--- config.mk ---
export PLATFORM = sky130hd
export DESIGN_NAME = alu_seq_ctrl
export DESIGN_NICKNAME = d
export VERILOG_FILES = /design/src/rtl/alu_seq_ctrl.sv
export SDC_FILE = /design/constraint.sdc
export NUM_CORES = 1
export LEC_CHECK = 0
export CORE_UTILIZATION = 35
export CTS_CLUSTER_SIZE = 16
export DETAILED_ROUTE_END_ITERATION = 8
export SYNTH_ARGS = -nofsm -noshare
export SYNTH_HDL_FRONTEND = slang
export SYNTH_SLANG_ARGS = --single-unit
--- constraint.sdc ---
create_clock -name clk -period 2 [get_ports clk]
set_input_delay 0.5 -clock clk [delete_from_list [all_inputs] [get_ports clk]]
set_output_delay 0.5 -clock clk [all_outputs]
set_load 0.05 [all_outputs]
--- src/rtl/alu_seq_ctrl.sv ---
// Accumulator sequencer for the 16-bit combinational ALU.
// Accepts commands, iterates ALU passes, returns result and flags.
module alu_seq_ctrl #(
  parameter int WIDTH = 16,
  parameter int CNT_W = 4
) (
  input  logic             clk,
  input  logic             rst_n,
  input  logic             cmd_valid,
  output logic             cmd_ready,
  input  logic [2:0]       cmd_op,
  input  logic [WIDTH-1:0] cmd_operand,
  input  logic [CNT_W-1:0] cmd_count,
  output logic [1:0]       alu_control,
  output logic [WIDTH-1:0] alu_a,
  output logic [WIDTH-1:0] alu_b,
  input  logic [WIDTH-1:0] alu_result,
  input  logic             alu_cb,
  output logic             rsp_valid,
  input  logic             rsp_ready,
  output logic [WIDTH-1:0] rsp_data,
  output logic             rsp_cb,
  output logic             rsp_cb_any,
  output logic             rsp_err
);

  typedef enum logic [1:0] {
    IDLE,
    EXEC,
    RESP
  } state_t;

  state_t           state;
  logic [WIDTH-1:0] acc;
  logic [CNT_W-1:0] cnt;
  logic             use_cb;

  logic       accept;
  logic       is_load;
  logic       is_clr;
  logic       is_alu;
  logic       is_arith;
  logic [1:0] ctrl_map;

  assign accept   = cmd_valid && cmd_ready;
  assign rsp_data = acc;

  always_comb begin
    is_load  = 1'b0;
    is_clr   = 1'b0;
    is_alu   = 1'b0;
    is_arith = 1'b0;
    ctrl_map = 2'b00;
    unique case (cmd_op)
      3'b000: is_load = 1'b1;
      3'b001: begin
        is_alu   = 1'b1;
        is_arith = 1'b1;
        ctrl_map = 2'b00;
      end
      3'b010: begin
        is_alu   = 1'b1;
        ctrl_map = 2'b01;
      end
      3'b011: begin
        is_alu   = 1'b1;
        ctrl_map = 2'b10;
      end
      3'b100: begin
        is_alu   = 1'b1;
        is_arith = 1'b1;
        ctrl_map = 2'b11;
      end
      3'b101: is_clr = 1'b1;
      default: ;
    endcase
  end

  always_ff @(posedge clk) begin
    if (!rst_n) begin
      state       <= IDLE;
      acc         <= '0;
      cnt         <= '0;
      use_cb      <= 1'b0;
      cmd_ready   <= 1'b0;
      rsp_valid   <= 1'b0;
      rsp_cb      <= 1'b0;
      rsp_cb_any  <= 1'b0;
      rsp_err     <= 1'b0;
      alu_control <= 2'b00;
      alu_a       <= '0;
      alu_b       <= '0;
    end else begin
      unique case (state)
        IDLE: begin
          cmd_ready <= 1'b1;
          if (accept) begin
            cmd_ready  <= 1'b0;
            rsp_cb     <= 1'b0;
            rsp_cb_any <= 1'b0;
            rsp_err    <= 1'b0;
            if (is_alu) begin
              state       <= EXEC;
              cnt         <= cmd_count;
              use_cb      <= is_arith;
              alu_control <= ctrl_map;
              alu_a       <= acc;
              alu_b       <= cmd_operand;
            end else begin
              state     <= RESP;
              rsp_valid <= 1'b1;
              if (is_load) acc <= cmd_operand;
              else if (is_clr) acc <= '0;
              else rsp_err <= 1'b1;
            end
          end
        end
        EXEC: begin
          // alu_a tracks acc so the next pass sees the updated value
          acc   <= alu_result;
          alu_a <= alu_result;
          cnt   <= cnt - 1'b1;
          if (use_cb) begin
            rsp_cb     <= alu_cb;
            rsp_cb_any <= rsp_cb_any | alu_cb;
          end
          if (cnt == '0) begin
            state     <= RESP;
            rsp_valid <= 1'b1;
          end
        end
        RESP: begin
          if (rsp_ready) begin
            state     <= IDLE;
            rsp_valid <= 1'b0;
            cmd_ready <= 1'b1;
          end
        end
        default: state <= IDLE;
      endcase
    end
  end

endmodule

==> results_dict.tcl, run 1 <==
set metrics [dict create \
    status "complete, no violations" \
    max_cap_viol_count 0 \
    min_to "rsp_err" \
    yosys_warnings 0 \
    hp-class "register to register" \
    crit_chain "clkdlybuf4s50_1" \
    netlist_area_um2 2790 \
    area_delta_synth_final_pct 49.9 \
    clk_pin_slew_worst_paths_ns 0.07 \
    r2r-start "state[0]" \
    grt_remaining_overflow 0 \
    core_area_um2 7730 \
    synthArstFlopShare_pct 0 \
    synth_fa_ha_area_share_pct 0.448 \
    tns_ns 0 \
    reg2reg_to "alu_b[0]" \
    drt-initial-drc-count 164 \
    worstRegToRegCells 7 \
    vdd_drop_max_uv 526 \
    r2r_slack_ns 0.28 \
    synthFlopType "dfxtp_1" \
    yosys.area_share.simple_pct 16.2 \
    finalMaxSlewViolations 0 \
    slowest_delay_ns 0.80 \
    cpLargestDelayFamily "buffers and inverters" \
    synth_nets 363 \
    fin_crit_ns 1.96 \
    critical_path_required_ns 1.50 \
    maxSlewHeadroom_pct 65.5 \
    fp.dieH_um 91.3 \
    io_buffers 98 \
    synthMuxAreaShare_pct 5.74 \
    synth-compound-area-share_pct 26.4 \
    hp-start "rsp_err" \
    vias_per_cell 5.05 \
    holdPathStages 2 \
    rsz0062_at_grt "no" \
    die_width_um 91.3 \
    root_buffer "clkbuf_8" \
    syn_avg_cell_area_um2 8.77 \
    synth.area.top_cells "dfxtp_1 44%, a21oi_1 8.6%, a211oi_1 8.6%" \
    fin_area_um2 4180 \
    post-route-period-util_pct 97.8 \
    insertion_delay_ns 0.33 \
    start_util_pct 36.1 \
    synth_top_family_by_area "compound AO/OA/AOI/OAI gates" \
    synth-edff-count 0 \
    place.gp.congestion 0.743 \
    wire_per_inst_um 15.3 \
    place_area_um2 3880 \
    drive_gt1_share_pct 22.0 \
    hold_viol 0 \
    drt_wl_total_mm 8.16 \
    cts_tree "built" \
    path_buf_inv 1 \
    diodes 0 \
    start_kind "register" \
    grt_max_degree 59 \
    tightest_slew_ns 0.516 \
    crit_fanout 2 \
    synth_most_common_cell "dfxtp_1" \
    clockBufferDepth 2 \
    synth_common_cells "62 x dfxtp_1, 48 x a21oi_1, 40 x nor2_1" \
    layout_setup_ws_ns 0.0437 \
    drt_first_pass_iters 4 \
    antenna_found_initial 0 \
    ys_ff_latch 62 \
    vias 2692 \
    rows 32 \
    pin_count 99 \
    seq_area_frac_synth_pct 44.5 \
    synth_xor_area_share_pct 0.628 \
    htree_levels 3 \
    cts.sinks 62 \
    dieArea_um2 8330 \
    cts_made_buffers 9 \
    worstSetupEndpointType "output port" \
    crit_type "register to output port" \
    cts-hold-fix-buffers 0 \
    drc_errors 0 \
    power_density_nw_per_um2 905 \
    grtUsageTotal_pct 19.6 \
    synth_top_area_share_pct 44.5 \
    grt_pass1_wl_mm 12.6 \
    yosysUniqueCellTypes 44 \
    power_leakage_nw 1.85 \
    place_ws_ns -0.281 \
    nNetsFinal 471 \
    arrival_ns 1.46 \
    critical-path-slowest-cell "clkdlybuf4s50_1" \
    hpwl_mm 5.71 \
    yosys.area.top_type "dfxtp_1" \
    setup_viol 0 \
    power_mw 3.79 \
    ant_nets 0 \
    grt_pass1_vias 2492 \
    fin_skew_ns 0.00519 \
    synthCells 318 \
    fmax_mhz 511 \
]
-- what timing repair did --
action	in CTS	in global routing
pin swaps	0	1
buffers inserted	0	1
endpoints found under the setup margin	1	10
gates resized for setup	1	9
cloned	0	1
-- logic make-up after synthesis --
logic type | count (synthesis)
fa+ha+maj | 1
compound gates | 114
buf+inv | 34
simple gates | 89
mux | 16
flops | 62
xor+xnor | 2
-- area by class of cell --
cell class              instances  area, um^2
multi-input cells             222        1380
well taps                     102         128
fillers                       742        3540
repair buffers                126        1170
clock buffers                  10         138
inverters                       5        18.8
flip-flops and latches         62        1240
clock inverters                 6         109
-- flip-flops by register name (all words and copies together), names as in the netlist, 2 cells and up --
name and cells:
rsp_data 16, alu_control 2, cnt 4, alu_b 16, state 2, alu_a 16
-- worst max-delay path by stage --
stage	cells past startpoint	end	slack, ns	start
after global routing	1	alu_a[11]	0.0002	alu_a[11]
after global placement	7	cnt[0]	-0.25	cmd_op[1]
after detailed placement	7	cnt[0]	-0.28	cmd_op[1]
after CTS	1	alu_a[7]	0.001	alu_a[7]
final	1	alu_a[11]	0.04	alu_a[11]
after floorplan	6	rsp_data[10]	0.08	cmd_ready
-- report_power, final --
| group | switching [mW] | leakage, nW | internal [mW] |
|---|---|---|---|
| clock network | 0.495 | 0.126 | 0.860 |
| logic | 0.630 | 1.22 | 0.405 |
| registers | 0.0664 | 0.505 | 1.33 |
-- cell usage in the layout, fill, tap and decap left out, types with 2 or more instances in the layout --
cell type,synthesis,routed
o21ai_0,5,5
nand3_1,3,3
nor3_1,3,3
bufinv_16,0,3
nor2_1,40,40
a31oi_1,17,17
inv_1,4,4
clkdlybuf4s50_1,0,44
buf_12,0,4
o211ai_1,2,2
clkinv_2,0,2
nand2b_1,4,4
buf_4,4,67
dfxtp_1,62,62
o21ai_2,2,2
clkbuf_8,0,10
a21oi_1,48,48
a211oi_1,32,32
and2_1,17,17
mux2i_1,16,16
nand2_1,9,9
dlymetal6s2s_1,0,9
-- tightest hold or removal path: stages, from the launching register on --
cell and delay [ns]:
dfxtp_1 0.31, nand2_1 0.05, a21oi_1 0.06
-- routing by layer --
layer / global-route usage [%] / share of wire, %
met5: 0 / 0
met4: 7.14 / 1.1
met2: 30.2 / 45
met3: 4.27 / 4.9
met1: 26.7 / 49
-- through the flow --
step	std cells	hold WS, ns	util (%)
floorplan	318	0.457	-
global placement	515	0.448	50.2
detailed placement	515	0.451	50.2
CTS	531	0.464	53.4
global route	533	0.495	54.1
finish	533	0.461	54.1
Power figures use the tool's default switching activity.
==> run 2: changes to the inputs <==
PLACE_DENSITY = 0.72   (was not set)
==> run 2 against run 1 <==
Effect of this change: die area is the same; total power shrank 4.5%; sequential cell count is the same; critical path depth is the same; sequential power is essentially flat; clock skew grew 0.0025 ns; core utilization shrank 0.34 points; final area shrank 0.63%; count of clock-buffer cells in the layout is the same; fmax shrank 0.84%; sequential share of layout area grew 0.19 points; combinational power is essentially flat; largest power group unchanged.
==> results_dict.tcl, run 2 (synthesized netlist as in run 1, its figures left out) <==
set metrics [dict create \
    io_buffers 98 \
    root_buffer "clkbuf_8" \
    vias_per_cell 5.04 \
    htree_levels 3 \
    grt_remaining_overflow 0 \
    cpLargestDelayFamily "buffers and inverters" \
    fmax_mhz 507 \
    status "complete, no violations" \
    layout_setup_ws_ns 0.0272 \
    worstSetupEndpointType "output port" \
    cts_tree "built" \
    drive_gt1_share_pct 21.0 \
    hp-class "register to register" \
    drc_errors 0 \
    grt_max_degree 59 \
    antenna_found_initial 0 \
    clk_pin_slew_worst_paths_ns 0.06 \
    vdd_drop_max_uv 461 \
    cts.sinks 62 \
    grtUsageTotal_pct 19.0 \
    grt_pass1_vias 2457 \
    start_kind "register" \
    critical_path_required_ns 1.50 \
    power_leakage_nw 1.85 \
    pin_count 99 \
    rows 32 \
    fp.dieH_um 91.3 \
    crit_chain "clkdlybuf4s50_1" \
    fin_crit_ns 1.97 \
    vias 2671 \
    hold_viol 0 \
    arrival_ns 1.47 \
    drt-initial-drc-count 143 \
    setup_viol 0 \
    layout_common_cells "63 x buf_4, 62 x dfxtp_1, 48 x a21oi_1" \
    fin_skew_ns 0.00766 \
    clockBufferDepth 2 \
    tightest_slew_ns 0.524 \
    wire_per_inst_um 14.9 \
    nNetsFinal 470 \
    die_width_um 91.3 \
    dieArea_um2 8330 \
    path_buf_inv 1 \
    post-route-period-util_pct 98.6 \
    rsz0062_at_grt "no" \
    place.gp.congestion 0.806 \
    critical-path-slowest-cell "clkdlybuf4s50_1" \
    maxSlewHeadroom_pct 65.0 \
    crit_fanout 2 \
    ant_nets 0 \
    slowest_delay_ns 0.82 \
    max_cap_viol_count 0 \
    start_util_pct 36.1 \
    place_ws_ns -0.270 \
    drt_wl_total_mm 7.90 \
    power_density_nw_per_um2 870 \
    area_delta_synth_final_pct 49.0 \
    tns_ns 0 \
    hpwl_mm 5.79 \
    drt_first_pass_iters 4 \
    finalMaxSlewViolations 0 \
    crit_type "register to output port" \
    grt_pass1_wl_mm 12.6 \
    cts_made_buffers 9 \
    core_area_um2 7730 \
    insertion_delay_ns 0.33 \
    layout_commonest_cell "buf_4" \
    diodes 0 \
]
-- run 2: cell count changes in the layout (fill, tap and decap cells not counted), sizes merged --
cell and change:
clkinv -2, buf -4, clkinvlp +1, clkdlybuf4s50 +1
dlygate4sd2 -1, bufinv -1, dlymetal6s2s +3
-- run 2: metrics by stage --
step | power, mW | std cells | utilization [%] | hold slack (ns) | instance area [um^2]
floorplan | 2.07 | 318 | - | 0.457 | 2790
global placement | 2.42 | 514 | 50.2 | 0.445 | 3880
detailed placement | 2.44 | 514 | 50.2 | 0.451 | 3880
CTS | 3.62 | 528 | 53.0 | 0.460 | 4090
global route | 3.78 | 530 | 53.8 | 0.485 | 4160
finish | 3.61 | 530 | 53.8 | 0.457 | 4160
-- run 2: timing repair --
| action | in CTS | in global routing |
|---|---|---|
| resized for setup | 0 | 13 |
| hold buffers | 0 | 0 |
| setup endpoints to repair | 0 | 24 |
| buffers inserted | 0 | 1 |
-- run 2: tightest hold or removal path: stages (launching register included) --
cell	delay [ns]
dfxtp_1	0.31
nand2_1	0.05
a21oi_1	0.05
-- run 2: final timing paths --
path,from,slack (ns),to,cells past startpoint
worst max-delay path,alu_b[6],0.03,alu_b[6],1
worst min-delay path,rsp_cb_any,0.46,rsp_cb_any,2
worst max register to register,state[0],0.26,cnt[0],6
worst min register to register,rsp_cb_any,0.46,rsp_cb_any,2
-- run 2: report_power, final --
group / switching (mW) / internal (mW) / leakage (nW) / total [mW]
combinational: 0.619 / 0.406 / 1.24 / 1.02
sequential: 0.0715 / 1.33 / 0.505 / 1.40
clock: 0.468 / 0.720 / 0.104 / 1.19
-- run 2: per-layer routing --
metal	global-route usage [%]	vias to the layer above	share of wire [%]
li1	-	1363	-
met1	26.5	1235	48
met2	28.7	62	45
met3	4.19	11	4.9
met4	7.01	0	1.8
met5	0	-	0
-- run 2: area by class of cell --
class,instances,area [um^2]
sequential,62,1240
clock inverter,4,72.6
tap,102,128
clock buffer,10,138
timing repair buffer,125,1180
multi-input combinational,222,1380
inverter,5,18.8
fill,693,3570
